## config.mk

```make
export PLATFORM = sky130hd
export DESIGN_NAME = mem_addr_unit
export DESIGN_NICKNAME = d
export VERILOG_FILES = /design/src/rtl/mem_addr_unit_pkg.sv /design/src/rtl/mem_addr_unit_ar_register.sv /design/src/rtl/mem_addr_unit.sv
export SDC_FILE = /design/constraint.sdc
export NUM_CORES = 1
export LEC_CHECK = 0
export ABC_AREA = 1
export CAP_MARGIN = 30
export CORE_MARGIN = 10
export CORE_UTILIZATION = 35
export CTS_CLUSTER_DIAMETER = 60
export CTS_CLUSTER_SIZE = 10
export DETAILED_ROUTE_END_ITERATION = 8
export PLACE_DENSITY = 0.68
export SYNTH_ARGS = -nofsm -noshare
export SYNTH_HDL_FRONTEND = slang
export SYNTH_SLANG_ARGS = --single-unit
export TNS_END_PERCENT = 10
```

## constraint.sdc

```tcl
create_clock -name clk -period 4 [get_ports clk]
set_clock_uncertainty 0.05 [all_clocks]
set_input_delay 0.8 -clock clk [delete_from_list [all_inputs] [get_ports clk]]
set_output_delay 0.8 -clock clk [all_outputs]
set_load 0.02 [all_outputs]
```

## src/rtl/mem_addr_unit_pkg.sv

```systemverilog
// Shared definitions for the memory address/data register stage.
//   - address select codes produced by the select logic
//   - transaction FSM state type (2-bit encoding)
//   - default address/data widths used by every core
package mem_addr_unit_pkg;

  localparam int unsigned ADDR_W_DEFAULT = 16;
  localparam int unsigned DATA_W_DEFAULT = 16;

  localparam logic [1:0] SEL_NONE = 2'b00;
  localparam logic [1:0] SEL_ALT  = 2'b01;
  localparam logic [1:0] SEL_BUS  = 2'b10;

  typedef enum logic [1:0] {
    ST_IDLE = 2'd0,
    ST_RD   = 2'd1,
    ST_WR   = 2'd2,
    ST_DONE = 2'd3
  } state_t;

endpackage

```

## src/rtl/mem_addr_unit_ar_register.sv

```systemverilog
// Memory address register (AR): load from bus, load from alternate path,
// increment (wrapping modulo 2^ADDR_W) or hold.
// Ports:
//   clk, rst_n   clock, synchronous active-low reset (AR cleared)
//   en           updates allowed (only while the transaction FSM is idle)
//   sel          select code: bit1 = bus, else bit0 = alt
//   bus_in       bus address
//   alt_in       alternate mux path address
//   inc          increment when no load is selected
//   ar           current AR value
module mem_addr_unit_ar_register
  import mem_addr_unit_pkg::*;
#(
  parameter int unsigned ADDR_W = ADDR_W_DEFAULT
) (
  input  logic              clk,
  input  logic              rst_n,
  input  logic              en,
  input  logic [1:0]        sel,
  input  logic [ADDR_W-1:0] bus_in,
  input  logic [ADDR_W-1:0] alt_in,
  input  logic              inc,
  output logic [ADDR_W-1:0] ar
);

  // Decode by bit so that 2'b11 resolves to the bus source.
  always_ff @(posedge clk) begin
    if (!rst_n) begin
      ar <= '0;
    end else if (en) begin
      if (sel[SEL_BUS == 2'b10 ? 1 : 0]) begin
        ar <= bus_in;
      end else if (sel[SEL_ALT == 2'b01 ? 0 : 1]) begin
        ar <= alt_in;
      end else if (inc) begin
        ar <= ar + ADDR_W'(1);
      end
    end
  end

endmodule

```

## src/rtl/mem_addr_unit.sv

```systemverilog
// Address/data register stage between the select logic and the core RAM.
// Holds AR, runs single read/write transactions to a synchronous RAM and
// captures read data into DR.
// Ports:
//   clk, rst_n          clock, synchronous active-low reset
//   sel, bus_in, alt_in AR load select and sources
//   inc                 AR increment when no load is selected
//   rd_req, wr_req      transaction requests (write wins)
//   wr_data             write data, sampled with wr_req
//   mem_addr            RAM address (= AR)
//   mem_wen, mem_wdata  RAM write enable / data
//   mem_rdata           RAM read data (RD_LAT cycles after address)
//   ar_out, dr_out      current AR / DR
//   busy                transaction in flight (RD or WR)
//   done                one-cycle completion pulse
module mem_addr_unit
  import mem_addr_unit_pkg::*;
#(
  parameter int unsigned ADDR_W = ADDR_W_DEFAULT,
  parameter int unsigned DATA_W = DATA_W_DEFAULT,
  parameter int unsigned RD_LAT = 1
) (
  input  logic              clk,
  input  logic              rst_n,
  input  logic [1:0]        sel,
  input  logic [ADDR_W-1:0] bus_in,
  input  logic [ADDR_W-1:0] alt_in,
  input  logic              inc,
  input  logic              rd_req,
  input  logic              wr_req,
  input  logic [DATA_W-1:0] wr_data,
  output logic [ADDR_W-1:0] mem_addr,
  output logic              mem_wen,
  output logic [DATA_W-1:0] mem_wdata,
  input  logic [DATA_W-1:0] mem_rdata,
  output logic [ADDR_W-1:0] ar_out,
  output logic [DATA_W-1:0] dr_out,
  output logic              busy,
  output logic              done
);

  localparam logic [1:0] CNT_LAST = 2'(RD_LAT - 1);

  state_t            state;
  logic [1:0]        cnt;
  logic [DATA_W-1:0] dr;
  logic [DATA_W-1:0] wdata;
  logic [ADDR_W-1:0] ar;

  mem_addr_unit_ar_register #(
    .ADDR_W (ADDR_W)
  ) u_ar (
    .clk    (clk),
    .rst_n  (rst_n),
    .en     (state == ST_IDLE),
    .sel    (sel),
    .bus_in (bus_in),
    .alt_in (alt_in),
    .inc    (inc),
    .ar     (ar)
  );

  always_ff @(posedge clk) begin
    if (!rst_n) begin
      state <= ST_IDLE;
      cnt   <= '0;
      dr    <= '0;
      wdata <= '0;
    end else begin
      case (state)
        ST_IDLE: begin
          if (wr_req) begin
            wdata <= wr_data;
            state <= ST_WR;
          end else if (rd_req) begin
            cnt   <= '0;
            state <= ST_RD;
          end
        end
        ST_RD: begin
          cnt <= cnt + 2'd1;
          if (cnt == CNT_LAST) begin
            dr    <= mem_rdata;
            state <= ST_DONE;
          end
        end
        ST_WR:   state <= ST_DONE;
        ST_DONE: state <= ST_IDLE;
        default: state <= ST_IDLE;
      endcase
    end
  end

  assign mem_addr  = ar;
  assign ar_out    = ar;
  assign dr_out    = dr;
  assign mem_wdata = wdata;
  assign mem_wen   = (state == ST_WR);
  assign busy      = (state == ST_RD) || (state == ST_WR);
  assign done      = (state == ST_DONE);

endmodule

```

==> out/metrics.yaml <==
maxSlewHeadroom: 0.380
drc: 0
power_density_nw_per_um2: 689
syn2layout_area_growth_pct: 52.2
insertion_delay_ps: 300
hold_viol: 0
cts_buffers: 5
synth_cell_types: 23
nNetsFinal: 585
avgSynthCellArea_um2: 6.80
drtPass1Iterations: 4
grt_usage: 0.152
peakVddDrop_uv: 310
worstPathMaxFanout: 4
setup_viol: 0
dr.first_iter.drc_count: 119
min_period_over_period: 0.649
r2r_end: "mem_wdata[1]"
tritoncts: "built"
setup.worst_path.end_class: "output pin"
gp_congestion: 0.827
clock_sinks: 52
grt_pass1_vias: 2900
die_w_um: 107
p_leak_nw: 1.57
clockBufferDepth: 2
num-fill-cells: 713
synth-seq-cells: 52
clockRootBuffer: "clkbuf_8"
wl_per_cell_um: 15.0
antenna_cells: 0
r2r_start: "state[0]"
rows: 31
p_total_mw: 2.81
final_util: 0.556
initial_utilization: 0.365
ys_warn_count: 0
critPathLaunch: "state[0]"
drive_above_1_share: 0.0236
die_area_um2: 11500
num_vias: 2918
start_kind: "flop"
hp-start: "cnt[1]"
placed_area_um2: 3980
syn_area_um2: 2680
rsz0062_at_grt: "no"
arrival_ps: 1750
postCtsResizedCells: 0
coreArea_um2: 7330
placedCellCount: 600
slew_violations: 0
synth_cells: 394
setup_ws_ps: 1400
dp_hpwl_mm: 6.99
fmax_ghz: 0.385
drv_cap: 0
syn-num-nets: 471
grt.overflow.total: 0
fin_setup_tns_ps: 0
r2r_cells: 6
hold_class: "flop to flop"
finalCriticalPeriod_ps: 2600
cts_hold_buf: 0
ios: 138
clk_pin_slew_worst_paths_ps: 90
rrSetupSlack_ps: 2050
totalWireLength_mm: 9.11
drtAntennaViolNets: 0
hold_end: "cnt[1]"
postCtsSetupBuffers: 0
grt_max_degree: 29
vias_per_cell: 4.80
whs_ps: 434
grt_pass1_wl_mm: 14.5
die_h_um: 107
critPathKind: "flop to output pin"
tightest_slew_ps: 927
place_ws_ps: 1260
antenna_found_initial: 0
outcome: "finished clean"
io_buffers: 137
fin_area_um2: 4080
min_path_cells: 2
worstPathRequired_ps: 3150
h-tree-depth: 2
synth-seq-area-share: 0.389
fin_cells: 608
-- logic make-up (layout without fill, tap and decap cells) --
group	after synthesis	count (layout)	synth area share
simple gates	174	174	0.253
compound gates	98	98	0.198
buf+inv	59	174	0.116
flops	52	52	0.389
fa+ha+maj	6	6	0.0280
xor+xnor	5	5	0.0164
-- Yosys cell counts, drive strengths merged --
| cell type | number | area (µm²) |
|---|---|---|
| clkbuf | 9 | 33.8 |
| xor2 | 3 | 26.3 |
| nand4 | 2 | 12.5 |
| buf | 24 | 179 |
| nand2 | 50 | 188 |
| a211oi | 3 | 22.5 |
| nor2 | 106 | 398 |
| a31oi | 2 | 12.5 |
| a22oi | 1 | 7.51 |
| dfxtp | 52 | 1040 |
| nand3 | 16 | 80.1 |
| o21bai | 1 | 7.51 |
| a21oi | 33 | 165 |
| inv | 26 | 97.6 |
| o31ai | 1 | 21.3 |
| ha | 6 | 75.1 |
| o211ai | 3 | 22.5 |
| xnor2 | 2 | 17.5 |
| o21ai | 54 | 270 |
-- placed cells by master (no fill, tap or decap) --
master,n
o21ai_1,9
clkbuf_1,1
ha_1,6
xor2_1,3
xnor2_1,2
a31oi_1,2
o21ai_0,45
clkinvlp_4,1
nand4_1,2
dfxtp_1,52
nor2_1,106
inv_2,1
o21bai_1,1
nand2_1,50
a22oi_1,1
clkdlybuf4s50_1,137
o31ai_4,1
inv_1,25
clkbuf_8,6
buf_4,3
a21oi_1,33
o211ai_1,3
nand3_1,16
a211oi_1,3
-- flip-flops by register name (all words and copies together), names as in the netlist --
name and count:
dr_out 16, mem_wdata 16, u_ar.ar 16, cnt 2
state 2
-- critical path: stages (launching register included) --
cell and delay (ps):
dfxtp_1 400, inv_1 80, ha_1 330, clkdlybuf4s50_1 640
-- per-layer routing --
metal	wire (µm)	GRT usage
met5	0	0
met1	4120	0.190
met4	74	0.0305
met2	4130	0.248
met3	774	0.0539
-- power by group --
part / internal [mW] / leakage [nW] / switching [mW]
Combinational: 0.712 / 1.10 / 0.882
Clock: 0.141 / 0.0445 / 0.175
Sequential: 0.715 / 0.429 / 0.185
Total: 1.57 / 1.57 / 1.24
-- worst max path at each step --
stage	endpoint	slack (ps)
6_report	busy	1400
5_1_grt	busy	1310
4_1_cts	busy	1370
3_5_place_dp	u_ar.ar[10]	1260
3_3_place_gp	u_ar.ar[1]	1360
2_1_floorplan	u_ar.ar[1]	2140
-- area by class of cell --
type | count | area [µm²] | share of cell area
Tap cell | 99 | 124 | 0.0304
Timing Repair Buffer | 140 | 1390 | 0.342
Clock inverter | 1 | 7.51 | 0.00184
Sequential cell | 52 | 1040 | 0.255
Inverter | 26 | 97.6 | 0.0239
Multi-Input combinational cell | 283 | 1330 | 0.325
Clock buffer | 7 | 86.3 | 0.0212
Power figures use the tool's default switching activity.
